--- config.mk ---
export PLATFORM = sky130hd
export DESIGN_NAME = router_dst_port_array
export DESIGN_NICKNAME = d
export VERILOG_FILES = /design/src/rtl/router_dst_port_array.sv
export SDC_FILE = /design/constraint.sdc
export NUM_CORES = 1
export LEC_CHECK = 0
export ABC_AREA = 1
export CAP_MARGIN = 0
export CORE_MARGIN = 2
export CORE_UTILIZATION = 35
export CTS_BUF_LIST = sky130_fd_sc_hd__clkbuf_4
export DETAILED_ROUTE_END_ITERATION = 10
export PLACE_DENSITY = 0.6
export SKIP_LAST_GASP = 1
export SYNTH_ARGS = -nofsm -noshare
export SYNTH_HDL_FRONTEND = slang
export SYNTH_SLANG_ARGS = --single-unit
--- constraint.sdc ---
create_clock -name clk -period 2.7 [get_ports clk]
set_input_delay 0.405 -clock clk [delete_from_list [all_inputs] [get_ports clk]]
set_output_delay 0.405 -clock clk [all_outputs]
set_load 0.02 [all_outputs]
--- src/rtl/router_dst_port_array.sv ---
// router_dst_port_array: destination-side output stage of the router.
// NUM_CH independent first-word-fall-through FIFOs, one per destination
// interface, all written from the shared din bus and drained by read_enb.
// Optional feature macro: ROUTER_DST_SOFTRST_EN builds a per-channel stall
// counter that flushes a channel whose consumer has not read for TIMEOUT
// consecutive cycles and pulses soft_rst for that channel.
module router_dst_port_array #(
    parameter int NUM_CH  = 3,
    parameter int DATA_W  = 8,
    parameter int DEPTH   = 16,
    parameter int TIMEOUT = 30
) (
    input  logic                     clk,
    input  logic                     rst,
    input  logic [NUM_CH-1:0]        wr_en,
    input  logic [DATA_W-1:0]        din,
    input  logic [NUM_CH-1:0]        read_enb,
    output logic [NUM_CH*DATA_W-1:0] dout,
    output logic [NUM_CH-1:0]        valid_out,
    output logic [NUM_CH-1:0]        full,
    output logic [NUM_CH-1:0]        soft_rst
);

    // Address bits plus one wrap bit so a full FIFO differs from an empty one.
    localparam int AW = $clog2(DEPTH);
    localparam int PW = AW + 1;

    for (genvar g = 0; g < NUM_CH; g++) begin : g_ch
        logic [DATA_W-1:0] mem_q [DEPTH];
        logic [PW-1:0]     wr_ptr_q, wr_ptr_d;
        logic [PW-1:0]     rd_ptr_q, rd_ptr_d;
        logic [PW-1:0]     count;
        logic              is_valid, is_full;
        logic              pop, push, flush;
        logic              soft_rst_q, soft_rst_d;

        assign count    = wr_ptr_q - rd_ptr_q;
        assign is_valid = (count != '0);
        assign is_full  = (count == PW'(DEPTH));

        // A pop needs data; a write into a full FIFO only lands if the same
        // cycle pops, and a write racing a timeout flush is discarded.
        assign pop  = read_enb[g] && is_valid;
        assign push = wr_en[g] && (!is_full || pop) && !flush;

`ifdef ROUTER_DST_SOFTRST_EN
        localparam int SW = $clog2(TIMEOUT + 1);
        logic [SW-1:0] stall_q, stall_d;

        // Count consecutive cycles with data waiting and no read; the cycle
        // that would make it TIMEOUT flushes the channel instead.
        always_comb begin
            stall_d = stall_q;
            flush   = 1'b0;
            if (!is_valid || pop) begin
                stall_d = '0;
            end else if (stall_q == SW'(TIMEOUT - 1)) begin
                flush   = 1'b1;
                stall_d = '0;
            end else if (stall_q != SW'(TIMEOUT)) begin
                stall_d = stall_q + 1'b1;
            end
        end

        // Stall counter register.
        always_ff @(posedge clk) begin
            if (rst) stall_q <= '0;
            else     stall_q <= stall_d;
        end

        assign soft_rst_d = flush;
`else
        assign flush      = 1'b0;
        assign soft_rst_d = 1'b0;
`endif

        // Next pointer values: a flush empties the channel outright.
        always_comb begin
            wr_ptr_d = wr_ptr_q;
            rd_ptr_d = rd_ptr_q;
            if (flush) begin
                wr_ptr_d = '0;
                rd_ptr_d = '0;
            end else begin
                if (push) wr_ptr_d = wr_ptr_q + 1'b1;
                if (pop)  rd_ptr_d = rd_ptr_q + 1'b1;
            end
        end

        // Pointer and soft reset pulse registers.
        always_ff @(posedge clk) begin
            if (rst) begin
                wr_ptr_q   <= '0;
                rd_ptr_q   <= '0;
                soft_rst_q <= 1'b0;
            end else begin
                wr_ptr_q   <= wr_ptr_d;
                rd_ptr_q   <= rd_ptr_d;
                soft_rst_q <= soft_rst_d;
            end
        end

        // Storage array; contents need no reset because dout is gated by valid.
        always_ff @(posedge clk) begin
            if (!rst && push) mem_q[wr_ptr_q[AW-1:0]] <= din;
        end

        assign dout[g*DATA_W +: DATA_W] = is_valid ? mem_q[rd_ptr_q[AW-1:0]] : '0;
        assign valid_out[g]             = is_valid;
        assign full[g]                  = is_full;
        assign soft_rst[g]              = soft_rst_q;
    end

endmodule

# Yosys cells after proc, flatten, opt, wreduce, memory -nomap -nowiden
# Memories as Yosys holds them, arrays and structs flattened. A register that Yosys moved wholly into a read port is not among the register bits.
# Index checks and enable logic that the tools add are counted.
[totals] register_bits=30 ram_bits=384 in_bits=16 out_inout_bits=33 elab_cells=55 memories=3
[memory_table] memory="g_ch[0].mem_q" depth=16 width=8 rd=1 rd_ports_with_merged_regs=1 write_ports=1 line_no="29" text="logic [DATA_W-1:0] mem_q [DEPTH];"
[memory_table] memory="g_ch[1].mem_q" depth=16 width=8 rd=1 rd_ports_with_merged_regs=1 write_ports=1 line_no="29"
[memory_table] memory="g_ch[2].mem_q" depth=16 width=8 rd=1 rd_ports_with_merged_regs=1 write_ports=1 line_no="29"
[classes] n_addsub=9 eq_ne=3 muxes=15 reduce_logical=19
[op_table] cell="adder 5 x 1 -> 5 bit, second input constant" n=6
[op_table] cell="2-to-1 mux 4 bit" n=6
[op_table] cell="2-to-1 mux 8 bit" n=3
[op_table] cell="== test 5 bit, second input constant" n=3
[op_table] cell="nonzero test 5 bit" n=3
[op_table] cell="subtractor 5 bit" n=3
[op_table] cell="logical AND 1 bit" n=9
[op_table] cell="2-to-1 mux 1 bit" n=6
[op_table] cell="zero test 1 bit" n=4
[op_table] cell="logical OR 1 bit" n=3

# Logic depth before layout (Yosys ltp)
# Gate-level depths: netlist (run 1).
[depth] word_depth=8 depth_mapped=15 mapped_depth_nobuf=14

# Worst setup path after synthesis (run 1)
# Ideal clock, no wire load.
[synth_path] path_type="register to register" startpoint="register g_ch[0].rd_ptr_q[2]" endpoint="memory g_ch[0].mem_q[12][0] (enable)" setup_time_ps=370 arrival_time_ps=1915 required_ps=2330 slack_ps=415 path_stages_with_launch=15 path_buffers=1 synth_period_minus_slack_ps=2285 path_cell_list="dfxtp_1 inv_1 ha_1 nand2_1 inv_1 nand2_1 nand2_1 nand2_1 nand2_1 nand3_2 nand2_2 inv_2 nand2_4 buf_6 nor2_1"
[synth_between] elab_chain_len=8 word_cells_on_any_way=10 cone_classes="add/sub: 1; eq/ne: 1; mux: 2; reduce/logical: 6"
[synth_lines] item="start, declared" line_no="31" text="logic [PW-1:0] rd_ptr_q, rd_ptr_d;"
[synth_lines] item="start signal, assigned" line_no="98" text="rd_ptr_q <= rd_ptr_d;"
[synth_lines] item="subtractor 5 bit *" line_no="37" text="assign count = wr_ptr_q - rd_ptr_q;"
[synth_lines] item="== test 5 bit or nonzero test 5 bit (tied branches)" line_no="39, 38"
[synth_lines] item="zero test 1 bit or logical AND 1 bit (tied branches)" line_no="44, 43"
[synth_lines] item="logical OR 1 bit *" line_no="44" text="assign push = wr_en[g] && (!is_full || pop) && !flush;"
[synth_lines] item="logical AND 1 bit *" line_no="44"
[synth_lines] item="logical AND 1 bit *" line_no="105" text="if (!rst && push) mem_q[wr_ptr_q[AW-1:0]] <= din;"
[synth_lines] item="2-to-1 mux 1 bit *" line_no="105"
[synth_lines] item="2-to-1 mux 1 bit (not written as such) *" line_no="105"
[synth_lines] item="end, declared" line_no="29"
# Mark *: on every way between the ends. The rest lies on a longest branch, timed or not.

# Worst setup path in the final report (run 1)
[layout_path] startpoint="register g_ch[0].rd_ptr_q[2]" endpoint="output port dout[6]"
[layout_between] elab_chain_len=3
[layout_lines] item="subtractor 5 bit" line_no="37"
[layout_lines] item="nonzero test 5 bit" line_no="38" text="assign is_valid = (count != '0);"
[layout_lines] item="2-to-1 mux 8 bit" line_no="108" text="assign dout[g*DATA_W +: DATA_W] = is_valid ? mem_q[rd_ptr_q[AW-1:0]] : '0;"
[layout_lines] item="end, declared" line_no="18" text="output logic [NUM_CH*DATA_W-1:0] dout,"
# Every way passes these cells.

==> out/results.tsv, run 1 <==
metric	value	unit
critical-path-max-stage-delay	0.34	ns
tritoncts	yes	
setup.worst_path.class	register to output port	
reg2reg_setup_slack	0.09	ns
critPathRequiredTime	2.30	ns
synthMuxAreaShare	0	%
die_width	232	µm
synth_top_cell_by_area	sky130_fd_sc_hd__edfxtp_1	
use_met2	27.6	%
grt_setup_unrepaired	yes	
cp_common_cell	sky130_fd_sc_hd__nand2_4	
core_area	0.0514	mm²
grt_antenna_before_repair	1	
combinationalPowerShare	23.0	%
drive_above_1_share	27.6	%
groute.layer.met3.usage	4.03	%
syn-cell-area	0.0182	mm²
worstSetupStartpoint	g_ch[0].rd_ptr_q[2]$_SDFFE_PP0N_	
min_from	din[4]	
drtIter0Drc	1040	
hold_violations	0	
post-route-min-period	2.99	ns
timing.slew.headroom	45.3	%
regToRegStartpoint	g_ch[1].wr_ptr_q[2]$_SDFFE_PP0P_	
detailedRoute.firstPassIterationCount	5	
holdCritPathClass	input port to register	
post_synth_arst_share	0	%
die_height	232	µm
vias_per_cell	5.00	
hold-path-endpoint	g_ch[0].mem_q[0][4]$_DFFE_PP_	
vdd_ir_drop_max	420	µV
final_cells	2637	
grt_max_degree	49	
design_power_total	16.9	mW
synthFlopType	sky130_fd_sc_hd__edfxtp_1	
finalWeightedCongestion	0.849	
number_of_global_route_vias_before_repair	12908	
routed_wl	47400	µm
timing.reg2reg.worst_path_depth	13	
fin_ws	-0.292	ns
netlist_top_cells_area	sky130_fd_sc_hd__edfxtp_1 (63%), sky130_fd_sc_hd__nand2_1 (10%), sky130_fd_sc_hd__nand3_1 (6.3%)	
syn2layout_area_growth	24.2	%
clk_latency	0.85	ns
cpMaxStageDelayCell	sky130_fd_sc_hd__dfxtp_2	
cap_viol_max_count	0	
fraction_of_the_mapped_netlist_area_in_compound_gates	5.97	%
finalNetCount	1903	
cp.arrival	2.59	ns
number_of_library_cell_types_mapped_by_synthesis	29	
ant_nets_after_route	0	
critical_path.cell_chain	inv_2 -> ha_4 -> buf_6 -> or2_1 -> nand3_1 -> nand2_2 -> nor2_4 -> nand2_4 -> clkbuf_16 -> nand2_4 -> a31oi_1 -> buf_4	
power_density	749	mW/mm²
endpoint_kind	output port	
gr-usage-met1	22.7	%
clock_sinks	426	
cts.root.buffer_cell	sky130_fd_sc_hd__clkbuf_4	
fin_area	0.0226	mm²
p_int	11.9	mW
outcome	finished with violations	
clockPowerShare	33.6	%
timing.clock.skew	0.0773	ns
synth_top_cell_area_share	63.3	%
final_core_util	44.0	%
fraction_of_power_spent_switching_nets	30.0	%
fp.dieArea	0.0539	mm²
worstHoldPathCells	1	
netlist_top_cells_count	sky130_fd_sc_hd__nand2_1 (487), sky130_fd_sc_hd__edfxtp_1 (384), sky130_fd_sc_hd__nand3_1 (228), sky130_fd_sc_hd__a21oi_1 (130), sky130_fd_sc_hd__nor2_1 (68)	
grt_usage	17.3	%
synth_seq_area_share	68.0	%
critPathLaunchType	register	
final-max-slew-violation-count	0	
synth_fa_ha_area_share	1.86	%
synth_xor_xnor_area_share	1.01	%
worstMarginPinSlew	0.821	ns
drc	0	
yosys_reg_bits	426	
worstPathMaxFanout	5	
count_of_final_setup_violators	30	
synthSimpleGateAreaFrac	19.2	%
htreeDepth	3	
grt_pass1_wl	71900	µm
floorplan.initialDensity	35.4	%
place_ws	0.00736	ns
violated_checks	setup timing	
ctsLongestPathBuffers	3	
number_of_synthesized_flops_with_an_enable_pin	384	
pin_count	49	
p_seq_share	43.4	%
dp_hpwl	28600	µm
r2r_endpoint	g_ch[1].mem_q[14][1]$_DFFE_PP_	
total_leakage_power	8.42	nW
cts.clk_slew.worst_paths	0.06	ns
gr-total-overflow	0	
placed_cells_incl_taps	2388	
cts-buffers-inserted	111	
dpl_cell_area	0.0200	mm²
synthesis.yosys.warnings	0	
vias	13194	
port-buffer-count	45	
dominant_combinational_cell_family_by_area_after_synthesis	simple AND/OR/NAND/NOR gates	
netSwitchingPower	5.07	mW
synth_cells	1647	
fmaxAchievable	0.334	GHz
routed_length_per_instance	18.0	µm
yosys.cell_count.top_type	sky130_fd_sc_hd__nand2_1	
finalCritPeriodShare	111	%
busiest_layer	met2	
std_cell_rows	83	
synth.avg_cell_area	11.1	µm²
cell usage in the layout, fill, tap and decap left out, types with 23 or more instances in the layout:
| cell type | n |
|---|---|
| sky130_fd_sc_hd__a21oi_1 | 126 |
| sky130_fd_sc_hd__a22oi_1 | 35 |
| sky130_fd_sc_hd__buf_4 | 123 |
| sky130_fd_sc_hd__buf_6 | 33 |
| sky130_fd_sc_hd__clkbuf_4 | 182 |
| sky130_fd_sc_hd__edfxtp_1 | 384 |
| sky130_fd_sc_hd__inv_1 | 41 |
| sky130_fd_sc_hd__inv_2 | 23 |
| sky130_fd_sc_hd__nand2_1 | 450 |
| sky130_fd_sc_hd__nand2_2 | 24 |
| sky130_fd_sc_hd__nand3_1 | 219 |
| sky130_fd_sc_hd__nor2_1 | 54 |
power by group through the flow:
stage               registers (mW)  clock network (mW)  logic [mW]
detailed placement            7.48                   0        3.08
finish                        7.35                5.70        3.89
global placement              7.48                   0        3.04
floorplan                     7.47                   0        1.91
CTS                           7.35                5.86        3.28
global route                  7.36                6.21        4.22
cells by family (layout without fill, tap and decap cells):
group / Yosys count / after routing
AOI/OAI and AO/OA: 192 / 192
xor gates and xnor gates: 21 / 21
adders and majority gates: 27 / 27
buffers and inverters: 163 / 466
DFF: 426 / 426
other: 1 / 5
and+or+nand+nor: 817 / 820
worst max-delay path, delay by kind of cell, from the launching register on:
| kind | cells | cell delay, ns |
|---|---|---|
| AO/OA/AOI/OAI | 1 | 0.05 |
| adder cells (fa/ha/maj) | 1 | 0.22 |
| buffers and inverters | 4 | 0.52 |
| flip-flops | 1 | 0.34 |
| AND/OR/NAND/NOR | 6 | 0.62 |
routing by layer:
metal	vias up	wire, µm
met2	443	22500
met1	6398	20500
met3	82	3020
li1	6271	-
met5	-	0
met4	0	1350
flip-flops by register name, summed over array words and instances (netlist names), named ones only:
| register | flops |
|---|---|
| g_ch.rd_ptr_q | 15 |
| g_ch.mem_q | 384 |
| g_ch.wr_ptr_q | 15 |
per-stage QoR:
step	TNS, ns	hold slack, ns
6_report	-6.33	0.112
5_1_grt	-11.87	0.0412
3_3_place_gp	0	0.489
3_5_place_dp	0	0.497
2_1_floorplan	0	0.468
4_1_cts	-7.58	0.0144
cell type report:
cell class,count,area [µm²]
fill,4779,28800
sequential,426,12400
multi-input combinational,1063,5850
timing repair buffer,191,1750
clock buffer,182,1370
tap,680,851
inverter,67,272
clock inverter,26,118
antenna,2,5.00
how the worst max path moves through the flow:
stage                                                 to  slack [ns]  cells after the start
after floorplan           g_ch[0].mem_q[12][0]$_DFFE_PP_        0.41                     14
after global placement                           dout[0]        0.08                     13
after detailed placement                         dout[4]       0.007                     14
after CTS                                        dout[7]       -0.38                     12
after global routing                             dout[3]       -0.43                     12
final                                            dout[6]       -0.29                     12
repair_timing:
| item | in CTS | in global routing |
|---|---|---|
| hold endpoints to repair | 4 | 0 |
| pin swaps | 29 | 32 |
| endpoints found under the setup margin | 30 | 238 |
| buffers inserted | 19 | 18 |
| cloned | 2 | 2 |
| resized for setup | 242 | 153 |
| hold buffers | 1 | 0 |
No activity file was read; power rests on OpenSTA's default activity.
==> inputs of run 2 (changes only) <==
- RECOVER_POWER: unset -> 25
==> run 2 against run 1 <==
Highest routed layer unchanged. Clock power about the same. Sequential cell count stayed put. Worst hold slack gained 0.25 ns. Count of clock-buffer cells in the layout is the same. Non-clock buffer count is the same. Largest power group unchanged. Die area unchanged. Total power is 0.12% lower. Maximum frequency about the same. Critical endpoint unchanged. Sequential power about the same. The flow finishes with violations (capacitance limit, slew limit, setup timing). Setup slack worse by 0.00055 ns.
==> out/results.tsv, run 2 (same netlist as run 1, synthesis figures left out) <==
metric	value	unit	change
outcome	finished with violations		unchanged
violated_checks	capacitance limit, slew limit, setup timing		was setup timing
pin_count	49		unchanged
reg2reg_setup_slack	0.09	ns	about the same
vdd_ir_drop_max	419	µV	was 420 µV
vias	13115		was 13194
worstPathMaxFanout	5		unchanged
vias_per_cell	4.97		was 5.00
routed_length_per_instance	18.0	µm	about the same
finalCritPeriodShare	111	%	about the same
count_of_final_setup_violators	30		unchanged
grt_usage	17.3	%	unchanged
final_cells	2637		unchanged
final-max-slew-violation-count	106		was 0
final_core_util	43.8	%	was 44.0%
worstMarginPinSlew	2.78	ns	was 0.821 ns
finalWeightedCongestion	0.849		unchanged
most_common_cell_after_layout_fill_and_taps_aside	sky130_fd_sc_hd__nand2_1		unchanged
endpoint_kind	output port		unchanged
worstHoldPathCells	4		was 1
fin_area	0.0225	mm²	was 0.0226 mm²
filler_cells	4794		was 4779
grt_max_degree	49		unchanged
dpl_cell_area	0.0200	mm²	unchanged
timing.clock.skew	0.0808	ns	was 0.0773 ns
holdCritPathClass	input port to register		unchanged
hold-path-endpoint	g_ch[1].rd_ptr_q[4]$_SDFFE_PP0N_		was g_ch[0].mem_q[0][4]$_DFFE_PP_
fmaxAchievable	0.334	GHz	about the same
sequential_cell_area	0.0124	mm²	unchanged
timing.slew.headroom	-85.6	%	was 45.3%
port-buffer-count	45		unchanged
std_cell_rows	83		unchanged
final_cell_mix	sky130_fd_sc_hd__nand2_1 (450), sky130_fd_sc_hd__edfxtp_1 (384), sky130_fd_sc_hd__nand3_1 (219), sky130_fd_sc_hd__clkbuf_4 (182), sky130_fd_sc_hd__a21oi_1 (126)		unchanged
multiInputGateArea	0.00585	mm²	unchanged
number_of_global_route_vias_before_repair	12908		unchanged
detailedRoute.firstPassIterationCount	5		unchanged
cap_viol_max_count	3		was 0
syn2layout_area_growth	23.8	%	was 24.2%
die_height	232	µm	unchanged
drive_above_1_share	27.1	%	was 27.6%
core_area	0.0514	mm²	unchanged
critPathLaunchType	register		unchanged
drc	0		unchanged
critPathRequiredTime	2.30	ns	about the same
routed_wl	47400	µm	about the same
cpMaxStageDelayCell	sky130_fd_sc_hd__dfxtp_2		unchanged
htreeDepth	3		unchanged
die_width	232	µm	unchanged
largest_reg_flops	384		unchanged
regToRegStartpoint	g_ch[1].wr_ptr_q[2]$_SDFFE_PP0P_		unchanged
busiest_layer	met2		unchanged
tritoncts	yes		unchanged
placed_cells_incl_taps	2388		unchanged
grt_setup_unrepaired	yes		unchanged
clk_latency	0.85	ns	about the same
use_met2	27.6	%	unchanged
fp.dieArea	0.0539	mm²	unchanged
min_from	read_enb[1]		was din[4]
timing.reg2reg.worst_path_depth	13		unchanged
dp_hpwl	28600	µm	unchanged
hold_violations	0		unchanged
grt_antenna_before_repair	1		unchanged
finalNetCount	1903		unchanged
setup.worst_path.class	register to output port		unchanged
critical-path-max-stage-delay	0.34	ns	about the same
cts-buffers-inserted	111		unchanged
r2r_endpoint	g_ch[1].mem_q[12][5]$_DFFE_PP_		was g_ch[1].mem_q[14][1]$_DFFE_PP_
gr-total-overflow	0		unchanged
floorplan.initialDensity	35.4	%	unchanged
cp.arrival	2.59	ns	about the same
ant_nets_after_route	0		unchanged
power_density	751	mW/mm²	was 749 mW/mm²
fin_ws	-0.292	ns	about the same
total_leakage_power	8.37	nW	was 8.42 nW
grt_pass1_wl	71900	µm	unchanged
groute.layer.met3.usage	4.03	%	unchanged
post-route-min-period	2.99	ns	about the same
cts.root.buffer_cell	sky130_fd_sc_hd__clkbuf_4		unchanged
cts.clk_slew.worst_paths	0.06	ns	about the same
clock_sinks	426		unchanged
cp_common_cell	sky130_fd_sc_hd__nand2_4		unchanged
ctsLongestPathBuffers	3		unchanged
critical_path.cell_chain	inv_2 -> ha_4 -> buf_6 -> or2_1 -> nand3_1 -> nand2_2 -> nor2_4 -> nand2_4 -> clkbuf_16 -> nand2_4 -> a31oi_1 -> buf_4		unchanged
drtIter0Drc	1047		was 1040
gr-usage-met1	22.7	%	unchanged
[run 2: power by group]
| group | switching [mW] | internal, mW | total (mW) |
|---|---|---|---|
| clock network | 2.64 | 3.04 | 5.68 |
| registers | 0.0644 | 7.29 | 7.36 |
| logic | 2.36 | 1.52 | 3.88 |
| total | 5.06 | 11.9 | 16.9 |
[run 2: area by class of cell]
cell class | instances | share of cell area (%)
tap | 680 | 3.78
clock buffer | 182 | 6.06
antenna | 2 | 0.0222
multi-input combinational | 1063 | 26.0
inverter | 67 | 1.20
sequential | 426 | 55.0
clock inverter | 26 | 0.522
timing repair buffer | 191 | 7.42
[run 2: how the worst max path moves through the flow]
stage | startpoint | endpoint | depth (start not counted)
finish | g_ch[0].rd_ptr_q[2]$_SDFFE_PP0N_ | dout[6] | 12
global route | g_ch[0].rd_ptr_q[2]$_SDFFE_PP0N_ | dout[3] | 12
detailed placement | g_ch[0].rd_ptr_q[1]$_SDFFE_PP0N_ | dout[4] | 14
floorplan | g_ch[0].rd_ptr_q[2]$_SDFFE_PP0N_ | g_ch[0].mem_q[12][0]$_DFFE_PP_ | 14
CTS | g_ch[0].rd_ptr_q[2]$_SDFFE_PP0N_ | dout[7] | 12
global placement | g_ch[0].rd_ptr_q[1]$_SDFFE_PP0N_ | dout[0] | 13
[run 2: per-stage QoR]
stage | setup TNS [ns] | total power [mW] | setup WS, ns | hold slack (ns)
after global routing | -11.87 | 17.8 | -0.432 | 0.326
final | -6.33 | 16.9 | -0.292 | 0.365
after floorplan | 0 | 9.38 | 0.415 | 0.468
after detailed placement | 0 | 10.6 | 0.00736 | 0.497
after global placement | 0 | 10.5 | 0.0836 | 0.489
after CTS | -7.58 | 16.5 | -0.377 | 0.0144
[run 2: worst max-delay path: cells and delay by family (launching register included)]
| family | cells | cell delay [ns] |
|---|---|---|
| flops | 1 | 0.34 |
| fa+ha+maj | 1 | 0.22 |
| buf+inv | 4 | 0.52 |
| compound gates | 1 | 0.05 |
| simple gates | 6 | 0.62 |
[run 2: repair_timing]
item	in CTS	in global routing
resized for setup	242	153
buffers inserted	19	18
hold buffers	1	0
pin swaps	29	32
hold endpoints to repair	4	0
cloned	2	2
endpoints found under the setup margin	30	238
[run 2: per-layer routing]
metal  wire (µm)  part of all wire (%)
met4        1340                   2.8
met2       22500                    47
met5           0                     0
met3        3020                   6.4
met1       20500                    43
==> RTL change: new RTL, flow settings as in run 2 <==
Build with the macro `ROUTER_DST_SOFTRST_EN` defined.
--- a/src/rtl/router_dst_port_array.sv
+++ b/src/rtl/router_dst_port_array.sv
@@ -4,6 +4,8 @@
 // Optional feature macro: ROUTER_DST_SOFTRST_EN builds a per-channel stall
 // counter that flushes a channel whose consumer has not read for TIMEOUT
 // consecutive cycles and pulses soft_rst for that channel.
+`define ROUTER_DST_SOFTRST_EN
+
 module router_dst_port_array #(
     parameter int NUM_CH  = 3,
     parameter int DATA_W  = 8,
Check against the original RTL: no difference found for any inputs over 4 cycles, from zero or initial values and one cycle with rst high; that may be too few to reach the edited logic, so the function may still have changed.
==> RTL change against run 2 <==
  * The run still ends with max-capacitance violations, max-slew violations, negative setup slack left
  * Register-to-register slack gained 0.03 ns
  * Clock skew shrank 0.036 ns
  * Sequential cell count grew 18
  * Global-route usage shrank 0.29 points
  * Die area grew 4.6%
  * Synthesized area grew 4.7%
  * Via count grew 5.3%
  * Sequential share of layout area shrank 1.8 points
  * Wire length grew 4.5%
  * Final area grew 6.5%
  * Setup slack gained 0.044 ns
  * Total power grew 5.8%
  * Critical path type unchanged
  * Highest routed layer unchanged
==> RTL change: results (changes against run 2) <==
[grt]
grt_pass1_wl_um=75100  ; was 71,900 um
first_global_vias=13700  ; was 12,900
grt_max_degree=46  ; was 49
antenna_found_initial=3  ; was 1
grt_use_total_pct=17.0  ; was 17.3%

[synth]
synth_cell_type_count=37  ; was 29
synth_common_cells=nand2_1, edfxtp_1, a21oi_1  ; was nand2_1, edfxtp_1, nand3_1
synth_area_leaders=edfxtp_1, nand2_1, dfxtp_1, a21oi_1, ha_1  ; was edfxtp_1, nand2_1, nand3_1, dfxtp_1, a21oi_1
ys_seq_area_share_pct=66.8  ; was 68.0%

[placement]
post-place-ws_ns=0.0247  ; was 0.00736 ns
place.gp.congestion=0.840  ; was 0.849
placed_area_sq_mm=0.0210  ; was 0.0200 sq mm
port_buffers=48  ; was 45
dp.final_hpwl_um=29500  ; was 28,600 um

[routing]
drt_wl_total_um=49500  ; was 47,400 um
avgViaCountPerCell=5.09  ; was 4.97

[sta]
setup_viol=26  ; was 30
worst_slack_ns=-0.248  ; was -0.292 ns
relSlewSlack_pct=-2.09  ; was -85.6%
fin_skew_ns=0.0448  ; was 0.0808 ns
finalMaxSlewViolations=25  ; was 106

[critical_path]
worst-path-max-fanout=6  ; was 5
reg2reg_depth=14  ; was 13
r2r_slack_ns=0.12  ; was 0.09 ns
r2r_start=g_ch[1].rd_ptr_q[2]$_SDFFE_PP0N_  ; was g_ch[1].wr_ptr_q[2]$_SDFFE_PP0P_
arrival_ns=2.54  ; was 2.59 ns
critical_path.top_delay_family=buffers and inverters  ; was simple AND/OR/NAND/NOR gates

[run_status]
violations=max-capacitance violations, max-slew violations, negative setup slack  ; unchanged
status=complete, but fails checks  ; unchanged

[power_and_ir_drop]
internal_power_mw=12.4  ; was 11.9 mW
leakage_nw=8.83  ; was 8.37 nW

[run]
maxCapViolations=2  ; was 3

[cts]
numCtsBuffers=114  ; was 111

[min_path]
worstHoldStart=rst  ; was read_enb[1]
holdPathEnd=g_ch[2].soft_rst_q$_SDFF_PP0_  ; was g_ch[1].rd_ptr_q[4]$_SDFFE_PP0N_
whs_path_depth=3  ; was 4

[final_layout]
nets=1980  ; was 1,903
drive_above_1_share_pct=27.6  ; was 27.1%

==> RTL change: cell count changes after synthesis, sizes merged, moves of 24 or more <==
cell / delta
nand3: -176
a21oi: +68
nor2: +39
a32o: +35
o211ai: +35
a31oi: -24
==> RTL change: layout make-up <==
cell class / instances / area [sq um]
Fill cell: 4957 / 29800
Sequential cell: 444 / 12800
Multi-Input combinational cell: 1073 / 6290
Timing Repair Buffer: 211 / 2270
Clock buffer: 172 / 1290
Tap cell: 696 / 871
Inverter: 84 / 357
Clock inverter: 30 / 131
Antenna cell: 3 / 7.51
==> RTL change: metal layers <==
layer  share of wire, %  track usage, %
met1                 43            22.1
met2                 49            28.3
met3                5.9            3.63
met4                1.8            6.00
met5                  0               0
==> RTL change: what timing repair did <==
item | 4_1_cts | 5_1_grt
endpoints found under the setup margin | 30 | 173
cloned | 8 | 12
pin swaps | 42 | 63
gates resized for setup | 288 | 109
setup buffers | 18 | 12
hold buffers | 5 | 0
endpoints found under the hold margin | 44 | 0
==> RTL change: kinds of logic (layout without fill, tap and decap cells) <==
kind of cell / after synthesis / after routing / synth area share, %
and+or+nand+nor: 672 / 672 / 14.7
DFF: 444 / 444 / 66.8
AOI/OAI and AO/OA: 342 / 342 / 11.3
buffers and inverters: 171 / 497 / 3.84
adders and majority gates: 36 / 36 / 2.36
xor gates and xnor gates: 23 / 23 / 1.06
other: 0 / 3 / 0
==> RTL change: power groups by stage <==
stage	Combinational [mW]	Clock, mW	Sequential [mW]
3_5_place_dp	3.53	0	7.80
5_1_grt	4.95	6.13	7.69
4_1_cts	4.08	5.77	7.67
6_report	4.61	5.60	7.68
3_3_place_gp	3.49	0	7.80
2_1_floorplan	2.15	0	7.77
==> RTL change: per-stage QoR <==
step           std cells  setup TNS [ns]  hold slack (ns)
6_report            2713           -4.44            0.315
5_1_grt             2713           -9.61            0.245
4_1_cts             2687           -6.60           0.0295
3_5_place_dp        2454               0            0.513
3_3_place_gp        2454               0            0.503
2_1_floorplan       1688               0            0.473
==> RTL change: worst max path at each step <==
stage / from / to / slack (ns) / depth (start not counted)
floorplan: g_ch[1].rd_ptr_q[2]$_SDFFE_PP0N_ / g_ch[1].mem_q[12][0]$_DFFE_PP_ / 0.27 / 11
global placement: g_ch[1].rd_ptr_q[2]$_SDFFE_PP0N_ / dout[15] / 0.05 / 10
detailed placement: g_ch[1].rd_ptr_q[3]$_SDFFE_PP0N_ / dout[13] / 0.02 / 10
CTS: g_ch[1].rd_ptr_q[2]$_SDFFE_PP0N_ / dout[15] / -0.29 / 10
global route: g_ch[1].rd_ptr_q[1]$_SDFFE_PP0N_ / dout[11] / -0.45 / 12
finish: g_ch[1].rd_ptr_q[2]$_SDFFE_PP0N_ / valid_out[1] / -0.25 / 11
